**src/rtl/kbd_pkg.sv**
```systemverilog
// rtl/kbd_pkg.sv - scan-code and ASCII constants shared by the keyboard ASCII FIFO
package kbd_pkg;

  localparam logic [8:0] SC_SHIFT_L = 9'h012;
  localparam logic [8:0] SC_SHIFT_R = 9'h059;
  localparam logic [8:0] SC_CAPS    = 9'h058;
  localparam logic [8:0] SC_ENTER   = 9'h05A;
  localparam logic [8:0] SC_BKSP    = 9'h066;
  localparam logic [8:0] SC_SPACE   = 9'h029;

  localparam logic [6:0] ASCII_NUL     = 7'h00;
  localparam logic [6:0] ASCII_CR      = 7'h0D;
  localparam logic [6:0] ASCII_SPACE   = 7'h20;
  localparam logic [6:0] ASCII_ZERO    = 7'h30;
  localparam logic [6:0] ASCII_UPPER_A = 7'h41;
  localparam logic [6:0] ASCII_LOWER_A = 7'h61;

  typedef enum logic [1:0] {
    KEY_NONE = 2'd0,
    KEY_CHAR = 2'd1,
    KEY_BKSP = 2'd2
  } key_kind_e;

  typedef struct packed {
    key_kind_e  kind;
    logic [6:0] ch;
  } key_evt_t;

  function automatic logic [6:0] letter_ascii(input logic [4:0] idx, input logic upper);
    return (upper ? ASCII_UPPER_A : ASCII_LOWER_A) + {2'b00, idx};
  endfunction

endpackage

```
**src/rtl/scancode_to_ascii.sv**
```systemverilog
// rtl/scancode_to_ascii.sv - combinational set-2 scan code to ASCII decoder
module scancode_to_ascii
  import kbd_pkg::*;
(
  input  logic [8:0] code,
  input  logic       upper,
  input  logic       digits_en,
  output logic [6:0] ascii,
  output logic       is_char
);

  logic [4:0] w_letter;
  logic       w_is_letter;
  logic [3:0] w_digit;
  logic       w_is_digit;

  always_comb begin
    w_is_letter = 1'b1;
    w_letter    = 5'd0;
    case (code)
      9'h01C: w_letter = 5'd0;
      9'h032: w_letter = 5'd1;
      9'h021: w_letter = 5'd2;
      9'h023: w_letter = 5'd3;
      9'h024: w_letter = 5'd4;
      9'h02B: w_letter = 5'd5;
      9'h034: w_letter = 5'd6;
      9'h033: w_letter = 5'd7;
      9'h043: w_letter = 5'd8;
      9'h03B: w_letter = 5'd9;
      9'h042: w_letter = 5'd10;
      9'h04B: w_letter = 5'd11;
      9'h03A: w_letter = 5'd12;
      9'h031: w_letter = 5'd13;
      9'h044: w_letter = 5'd14;
      9'h04D: w_letter = 5'd15;
      9'h015: w_letter = 5'd16;
      9'h02D: w_letter = 5'd17;
      9'h01B: w_letter = 5'd18;
      9'h02C: w_letter = 5'd19;
      9'h03C: w_letter = 5'd20;
      9'h02A: w_letter = 5'd21;
      9'h01D: w_letter = 5'd22;
      9'h022: w_letter = 5'd23;
      9'h035: w_letter = 5'd24;
      9'h01A: w_letter = 5'd25;
      default: w_is_letter = 1'b0;
    endcase
  end

  always_comb begin
    w_is_digit = 1'b1;
    w_digit    = 4'd0;
    case (code)
      9'h045: w_digit = 4'd0;
      9'h016: w_digit = 4'd1;
      9'h01E: w_digit = 4'd2;
      9'h026: w_digit = 4'd3;
      9'h025: w_digit = 4'd4;
      9'h02E: w_digit = 4'd5;
      9'h036: w_digit = 4'd6;
      9'h03D: w_digit = 4'd7;
      9'h03E: w_digit = 4'd8;
      9'h046: w_digit = 4'd9;
      default: w_is_digit = 1'b0;
    endcase
  end

  // Enter stays live even in letters-only mode
  always_comb begin
    ascii   = ASCII_NUL;
    is_char = 1'b0;
    if (w_is_letter) begin
      ascii   = letter_ascii(w_letter, upper);
      is_char = 1'b1;
    end else if (code == SC_ENTER) begin
      ascii   = ASCII_CR;
      is_char = 1'b1;
    end else if (digits_en) begin
      if (w_is_digit) begin
        ascii   = ASCII_ZERO + {3'b000, w_digit};
        is_char = 1'b1;
      end else if (code == SC_SPACE) begin
        ascii   = ASCII_SPACE;
        is_char = 1'b1;
      end
    end
  end

endmodule

```
**src/rtl/keyboard_ascii_fifo.sv**
```systemverilog
// rtl/keyboard_ascii_fifo.sv - keyboard press decoder feeding an ASCII character FIFO
module keyboard_ascii_fifo
  import kbd_pkg::*;
#(
  parameter int DEPTH     = 8,
  parameter bit CAPS_HOLD = 1'b0,
  parameter bit DIGITS_EN = 1'b1
) (
  input  logic                     clk,
  input  logic                     rst,
  input  logic [511:0]             key_down,
  input  logic [8:0]               last_change,
  input  logic                     key_valid,
  input  logic                     rd_en,
  output logic [6:0]               rd_data,
  output logic                     rd_valid,
  output logic [$clog2(DEPTH):0]   count,
  output logic                     caps,
  output logic                     overflow
);

  localparam int          AW       = $clog2(DEPTH);
  localparam logic [AW:0] CNT_FULL = (AW+1)'(DEPTH);

  logic            w_press;
  logic            w_shift;
  logic [6:0]      w_ascii;
  logic            w_is_char;
  logic            r_caps;
  key_evt_t        r_evt;

  logic [6:0]      r_mem [DEPTH];
  logic [AW-1:0]   r_head;
  logic [AW-1:0]   r_tail;
  logic [AW:0]     r_count;
  logic            r_overflow;

  logic            w_empty;
  logic            w_full;
  logic            w_pop;
  logic            w_wr;
  logic            w_bs;
  logic            w_drop;
  logic [AW:0]     w_count_nxt;

  assign w_press = key_valid && key_down[last_change];
  assign w_shift = key_down[SC_SHIFT_L] | key_down[SC_SHIFT_R];

  scancode_to_ascii u_decode (
    .code      (last_change),
    .upper     (r_caps ^ w_shift),
    .digits_en (DIGITS_EN),
    .ascii     (w_ascii),
    .is_char   (w_is_char)
  );

  always_ff @(posedge clk or negedge rst) begin
    if (!rst) begin
      r_caps <= 1'b0;
    end else if (CAPS_HOLD) begin
      r_caps <= key_down[SC_CAPS];
    end else if (w_press && (last_change == SC_CAPS)) begin
      r_caps <= ~r_caps;
    end
  end

  // One-stage event register between decode and the FIFO update
  always_ff @(posedge clk or negedge rst) begin
    if (!rst) begin
      r_evt <= '{kind: KEY_NONE, ch: ASCII_NUL};
    end else begin
      r_evt.ch <= w_ascii;
      if (!w_press)
        r_evt.kind <= KEY_NONE;
      else if (last_change == SC_BKSP)
        r_evt.kind <= KEY_BKSP;
      else if (w_is_char)
        r_evt.kind <= KEY_CHAR;
      else
        r_evt.kind <= KEY_NONE;
    end
  end

  assign w_empty = (r_count == '0);
  assign w_full  = (r_count == CNT_FULL);
  assign w_pop   = rd_en && !w_empty;
  // A pop of the sole entry already removes the character backspace would target
  assign w_bs    = (r_evt.kind == KEY_BKSP) && !w_empty &&
                   !(w_pop && (r_count == (AW+1)'(1)));
  assign w_wr    = (r_evt.kind == KEY_CHAR) && (!w_full || w_pop);
  assign w_drop  = (r_evt.kind == KEY_CHAR) && w_full && !w_pop;

  always_comb begin
    w_count_nxt = r_count;
    if (w_wr && !w_pop)
      w_count_nxt = r_count + (AW+1)'(1);
    else if (!w_wr && w_pop && w_bs)
      w_count_nxt = r_count - (AW+1)'(2);
    else if (!w_wr && (w_pop ^ w_bs))
      w_count_nxt = r_count - (AW+1)'(1);
  end

  always_ff @(posedge clk) begin
    if (w_wr)
      r_mem[r_tail] <= r_evt.ch;
  end

  always_ff @(posedge clk or negedge rst) begin
    if (!rst) begin
      r_head     <= '0;
      r_tail     <= '0;
      r_count    <= '0;
      r_overflow <= 1'b0;
    end else begin
      r_count <= w_count_nxt;
      if (w_pop)
        r_head <= r_head + AW'(1);
      if (w_wr)
        r_tail <= r_tail + AW'(1);
      else if (w_bs)
        r_tail <= r_tail - AW'(1);
      if (w_drop)
        r_overflow <= 1'b1;
    end
  end

  assign rd_data  = w_empty ? ASCII_NUL : r_mem[r_head];
  assign rd_valid = !w_empty;
  assign count    = r_count;
  assign caps     = r_caps;
  assign overflow = r_overflow;

endmodule

```
**config.mk**
```make
export PLATFORM = sky130hd
export DESIGN_NAME = keyboard_ascii_fifo
export DESIGN_NICKNAME = d
export VERILOG_FILES = /design/src/rtl/kbd_pkg.sv /design/src/rtl/scancode_to_ascii.sv /design/src/rtl/keyboard_ascii_fifo.sv
export SDC_FILE = /design/constraint.sdc
export NUM_CORES = 1
export LEC_CHECK = 0
export CAP_MARGIN = 0
export CORE_AREA = 2 2 209 211
export CTS_CLUSTER_SIZE = 40
export DETAILED_ROUTE_END_ITERATION = 8
export DIE_AREA = 0 0 211 213
export PLACE_DENSITY = 0.5
export SLEW_MARGIN = 20
export SYNTH_ARGS = -nofsm -noshare
export SYNTH_HDL_FRONTEND = slang
export SYNTH_SLANG_ARGS = --single-unit
```
**constraint.sdc**
```tcl
create_clock -name clk -period 3.7 [get_ports clk]
set_clock_uncertainty 0.05 [all_clocks]
set_input_delay 0.74 -clock clk [delete_from_list [all_inputs] [get_ports clk]]
set_output_delay 0.74 -clock clk [all_outputs]
set_load 0.01 [all_outputs]
```
==> metrics.cfg, run 1 <==
[setup_path]
crit_arrival_ns = 2.36
cp_max_fo = 16
rr_endpoint = r_tail[2]
end_kind = output pin
path_class = flip-flop to output pin
start_kind = flip-flop
required_ns = 2.91
regToRegStartpoint = count[1]
r2r_cells = 9
r2r_slack_ns = 0.94
crit_start = r_head[0]

[synthesis]
synth_area_leaders = edfxtp_1, mux4_2, dfrtp_1
yosysWarnings = 0
synth_edf_count = 56
yosysSeqAreaShare = 0.438
ys_seq_elements = 77
syn-cell-area_um2 = 5030
synth_area_leader_cell = edfxtp_1
synth.top_cell.area_share = 0.334
async_flop_share = 0.273
ys_types = 62
ys.flop_type = edfxtp_1
synth_nets = 950
synth_cells = 416
avgSynthCellArea_um2 = 12.1

[job]
maxCapViolCount = 0

[sta]
max_slew.worst_pin.slew_ns = 0.630
slew_viol_final = 0
slew_headroom = 0.579
setup_violations = 0
fin_crit_sh = 0.850
tns_ns = 0
min_period_ns = 3.15
hold_ws_ns = 0.320
fmax_mhz = 318
rsz0062_at_grt = false
finalHoldViolations = 0

[clocking]
cts_setup_buffers = 0
cts.sinks = 77
clk_path_buf_depth = 2
clockRootBuffer = clkbuf_16
cts_hold_buf = 0
postCtsResizedCells = 0
cts_buffers = 9
clk_pin_slew_ns = 0.05
cts_max_level = 3
cts_tree = yes
clk_latency_ns = 0.33

[layout]
final_util = 0.180
area_growth_pct = 52.5
final_common_cell = clkdlybuf4s50_1
most-common-layout-cells = clkdlybuf4s50_1, edfxtp_1, nand2_1
drive_above_1_share = 0.171
antennaDiodeCount = 0
finalNetCount = 1118

[floorplan]
start_util = 0.118
die_y_um = 213
die_x_um = 211
dieArea_um2 = 44900
num_rows = 76
io_pins = 539
core-area_um2 = 42700

[global_routing]
grt_antenna_before_repair = 0
grt_pass1_vias = 4515
grt_pass1_wl_mm = 25.1
track_usage = 0.0742
grt_max_degree = 30
grt_overflow = 0

[power]
seq_power_share = 0.358
p_int_mw = 2.23
p_clk_frac = 0.273
swShare = 0.295
powerDensity_nw_per_um2 = 413
pwr-share-comb = 0.369
switching_power_mw = 0.935
peakVddDrop_mv = 0.241
leakagePower_nw = 2.66

[detailed_routing]
drtIter0Drc = 325
viasPerCell = 3.79
wl_per_cell_um = 14.5
dr.pass1.iters = 5
drc = 0
vias = 4304
drt_wl_total_mm = 16.4
ant_nets = 0

[placement]
place.detailed.hpwl_mm = 13.4
place_congestion = 0.840
numPortBuffers = 154

[worst_hold_path]
hp-class = input pin to asynchronous set/reset pin

[run_status]
status = completed

[metrics by stage]
step                instances  power, mW  instance area, µm²  setup slack (ns)
floorplan                 416       1.79                5030             0.827
global placement         1119       2.34                7380             0.276
detailed placement       1119       2.35                7380             0.291
CTS                      1135       3.23                7680             0.471
global route             1135       3.36                7670             0.394
finish                   1135       3.17                7670             0.554
[power groups by stage]
stage	Clock, mW	Sequential, mW	Combinational [mW]
3_3_place_gp	0	1.15	1.19
2_1_floorplan	0	1.09	0.696
5_1_grt	0.921	1.15	1.28
4_1_cts	0.892	1.14	1.20
3_5_place_dp	0	1.16	1.20
6_report	0.865	1.13	1.17
[synthesized netlist by cell type (5+ instances only)]
cell type / instances
edfxtp_1: 56
nand2_1: 37
mux4_2: 34
nor2_1: 28
dfrtp_1: 21
a21oi_1: 18
mux2i_1: 16
mux2_2: 14
nand3_1: 12
xnor2_1: 11
clkbuf_1: 10
inv_1: 10
o22ai_1: 10
nor2b_1: 9
nor3_1: 9
ha_1: 8
buf_2: 7
nor3b_1: 7
buf_1: 6
nand2b_1: 6
o21ai_0: 6
and2_1: 5
nand4_1: 5
nor4b_1: 5
[metal layers]
layer  up-vias  global-route usage  wire length (µm)  part of all wire
met5         -                   0                 0                 0
li1       1994                   -                 -                 -
met4         0              0.0359               561             0.034
met2       246               0.128              7970              0.49
met3        26              0.0227              1470             0.089
met1      2038              0.0837              6430              0.39
[sequential cells by signal, indices dropped and copies added (netlist names)]
register,flops
r_mem,56
r_evt,9
count,4
r_head,3
r_tail,3
caps,1
overflow,1
[layout make-up]
cell class / count / area (µm²)
timing repair buffer: 184 / 1790
clock buffer: 14 / 264
multi-input combinational: 300 / 2650
clock inverter: 2 / 33.8
inverter: 12 / 45.0
tap: 546 / 683
fill: 4658 / 35000
sequential: 77 / 2210
[kinds of logic after synthesis]
logic type | synth area share
AND/OR/NAND/NOR | 0.135
AO/OA/AOI/OAI | 0.108
flip-flops | 0.438
multiplexers | 0.236
buffers and inverters | 0.0345
XOR/XNOR | 0.0244
adder cells (fa/ha/maj) | 0.0239
[critical path, stage by stage, from the launching register on]
cell and delay [ns]:
dfrtp_1 0.32, buf_4 0.31, mux4_2 0.56, mux2i_1 0.27, nor2_1 0.07, clkdlybuf4s50_1 0.49
[worst max path at each step]
| stage | endpoint | slack [ns] | depth (start not counted) |
|---|---|---|---|
| final | rd_data[3] | 0.55 | 5 |
| after global routing | rd_valid | 0.39 | 5 |
| after CTS | rd_data[3] | 0.47 | 5 |
| after detailed placement | r_evt[8] | 0.29 | 8 |
| after global placement | r_evt[8] | 0.28 | 8 |
| after floorplan | r_mem[2][0] | 0.83 | 6 |
Note: power is estimated with default switching activity, not from simulation.
==> run 2, diff against run 1 <==
- CORE_AREA: 2 2 209 211 -> 2 2 212 214
- DIE_AREA: 0 0 211 213 -> 0 0 214 216
- DONT_BUFFER_PORTS: unset -> 1
- PLACE_DENSITY: 0.5 -> 0.34
==> run 2 against run 1 <==
Maximum frequency rose by 14%. Clock power fell by 0.8%. Worst setup slack improved by 0.39 ns. Global-route usage fell by 0.42 points. Wire length fell by 1.8%. Via count fell by 18%. First-iteration DRC count fell by 42%. Sequential cell count did not move. Die area rose by 2.9%. Combinational power fell by 33%. Sequential share of layout area rose by 7.7 points. Critical path type unchanged. Largest power group is now sequential cells.
==> metrics.cfg, run 2 (same netlist as run 1, synthesis figures left out) <==
[run_status]
status = completed

[layout]
area_growth_pct = 20.4
top_register = r_mem
final_common_cell = edfxtp_1
drive_above_1_share = 0.205  ; +0.0333
finalNetCount = 949  ; -15%
nFillCells = 4946  ; +6.2%
most-common-layout-cells = edfxtp_1, nand2_1, mux4_2
largest_register_ffs = 56  ; unchanged

[floorplan]
io_pins = 539  ; unchanged
dieArea_um2 = 46200  ; +2.9%
die_x_um = 214  ; +1.4%
start_util = 0.115  ; -0.00307
num_rows = 77  ; +1.3%
die_y_um = 216  ; +1.4%
core-area_um2 = 43800  ; +2.7%

[global_routing]
grt_pass1_wl_mm = 24.0  ; -4.5%
grt_pass1_vias = 3908  ; -13%
track_usage = 0.0700  ; -0.00424
grt_antenna_before_repair = 4  ; +4
grt_max_degree = 64  ; +110%
grt_overflow = 0  ; unchanged

[power]
leakagePower_nw = 1.96  ; -26%
powerDensity_nw_per_um2 = 461  ; +12%
peakVddDrop_mv = 0.210  ; -13%

[job]
maxCapViolCount = 0  ; unchanged

[sta]
slew_headroom = 0.533  ; -0.0463
timing.final.ws_setup_ns = 0.944  ; +0.390 ns
finalHoldViolations = 0  ; unchanged
fmax_mhz = 363  ; +14%
rsz0062_at_grt = false
tns_ns = 0  ; unchanged
slew_viol_final = 0  ; unchanged
max_slew.worst_pin.slew_ns = 0.691  ; +0.0617 ns
min_period_ns = 2.76  ; -0.390 ns
setup_violations = 0  ; unchanged
fin_crit_sh = 0.745  ; -0.105

[placement]
place_congestion = 0.814  ; -3.1%
pre_cts_ws_ns = 0.832  ; +0.541 ns
numPortBuffers = 0  ; -100%
place.detailed.hpwl_mm = 12.4  ; -7.2%

[detailed_routing]
viasPerCell = 3.49  ; -7.9%
drt_wl_total_mm = 16.1  ; -1.8%
drc = 0  ; unchanged
wl_per_cell_um = 15.9  ; +9.7%
vias = 3547  ; -18%
ant_nets = 0  ; unchanged
drtIter0Drc = 190  ; -42%
dr.pass1.iters = 4  ; -1

[setup_path]
cp_max_fo = 15  ; -1
path_class = flip-flop to output pin
cpLargestDelayFamily = multiplexers
crit_start = r_head[0]
end_kind = output pin
cp.depth = 4  ; -1
crit_arrival_ns = 1.97  ; -0.39 ns
crit_path_top_delay_cell = mux4_2
crit_buf_inv = 1  ; -1
r2r_cells = 9  ; unchanged
slowest_delay_ns = 0.55  ; about the same
regToRegStartpoint = count[1]
required_ns = 2.91  ; about the same
worstPathCellList = buf_4 -> mux4_2 -> mux2i_1 -> nor2_1
start_kind = flip-flop

[clocking]
cts_hold_buf = 0  ; unchanged
cts.sinks = 77  ; unchanged
cts_max_level = 3  ; unchanged
clk_path_buf_depth = 2  ; unchanged
clk_latency_ns = 0.33  ; about the same
postCtsResizedCells = 0  ; unchanged
clk_pin_slew_ns = 0.06  ; about the same
cts_buffers = 9  ; unchanged
cts_setup_buffers = 0  ; unchanged
cts_tree = yes
clockRootBuffer = clkbuf_16

[worst_hold_path]
hp-class = input pin to asynchronous set/reset pin

-- run 2: changes by cell type in the layout (fill, tap and decap cells not counted), moves of 2 or more --
cell	before	now
buf_12	3	0
diode_2	0	4
clkinvlp_4	0	2
buf_4	27	15
clkdlybuf4s50_1	151	0
clkbuf_8	2	0
clkbuf_1	3	1
buf_2	3	0
clkinv_2	0	2
-- run 2: worst paths after layout --
kind | end | slack (ns)
worst min register to register | r_head[0] | 0.42
max in group asynchronous | r_evt[3] | 3.47
worst max-delay path | rd_data[3] | 0.94
worst min-delay path | r_head[2] | 0.05
min in group clk | r_head[0] | 0.42
worst max register to register | count[2] | 0.97
-- run 2: power by group --
part / internal [mW] / leakage (nW) / total, mW / switching [mW]
registers: 0.992 / 0.802 / 1.15 / 0.163
logic: 0.397 / 1.02 / 0.781 / 0.385
clock network: 0.521 / 0.138 / 0.858 / 0.337
-- run 2: area by class of cell --
class	count	area [µm²]	share of cell area
Antenna cell	4	10.0	0.00165
Clock buffer	10	229	0.0378
Clock inverter	6	63.8	0.0105
Inverter	12	45.0	0.00743
Multi-Input combinational cell	300	2650	0.438
Sequential cell	77	2210	0.364
Tap cell	592	741	0.122
Timing Repair Buffer	15	113	0.0186
-- run 2: layer usage --
| layer | share of wire | routed length, µm | GRT usage |
|---|---|---|---|
| met5 | 0 | 0 | 0 |
| met1 | 0.42 | 6750 | 0.0834 |
| met2 | 0.49 | 7930 | 0.119 |
| met3 | 0.061 | 992 | 0.0171 |
| met4 | 0.029 | 463 | 0.0315 |
-- run 2: through the flow --
stage / area, µm² / utilization / hold WS [ns] / power [mW] / std cells
after floorplan: 5030 / - / 0.394 / 1.79 / 416
after global placement: 5760 / 0.131 / 0.395 / 1.99 / 996
after detailed placement: 5760 / 0.131 / 0.395 / 1.99 / 996
after CTS: 6050 / 0.138 / 0.0317 / 2.86 / 1012
after global routing: 6060 / 0.138 / 0.0236 / 2.97 / 1016
final: 6060 / 0.138 / 0.0463 / 2.79 / 1016
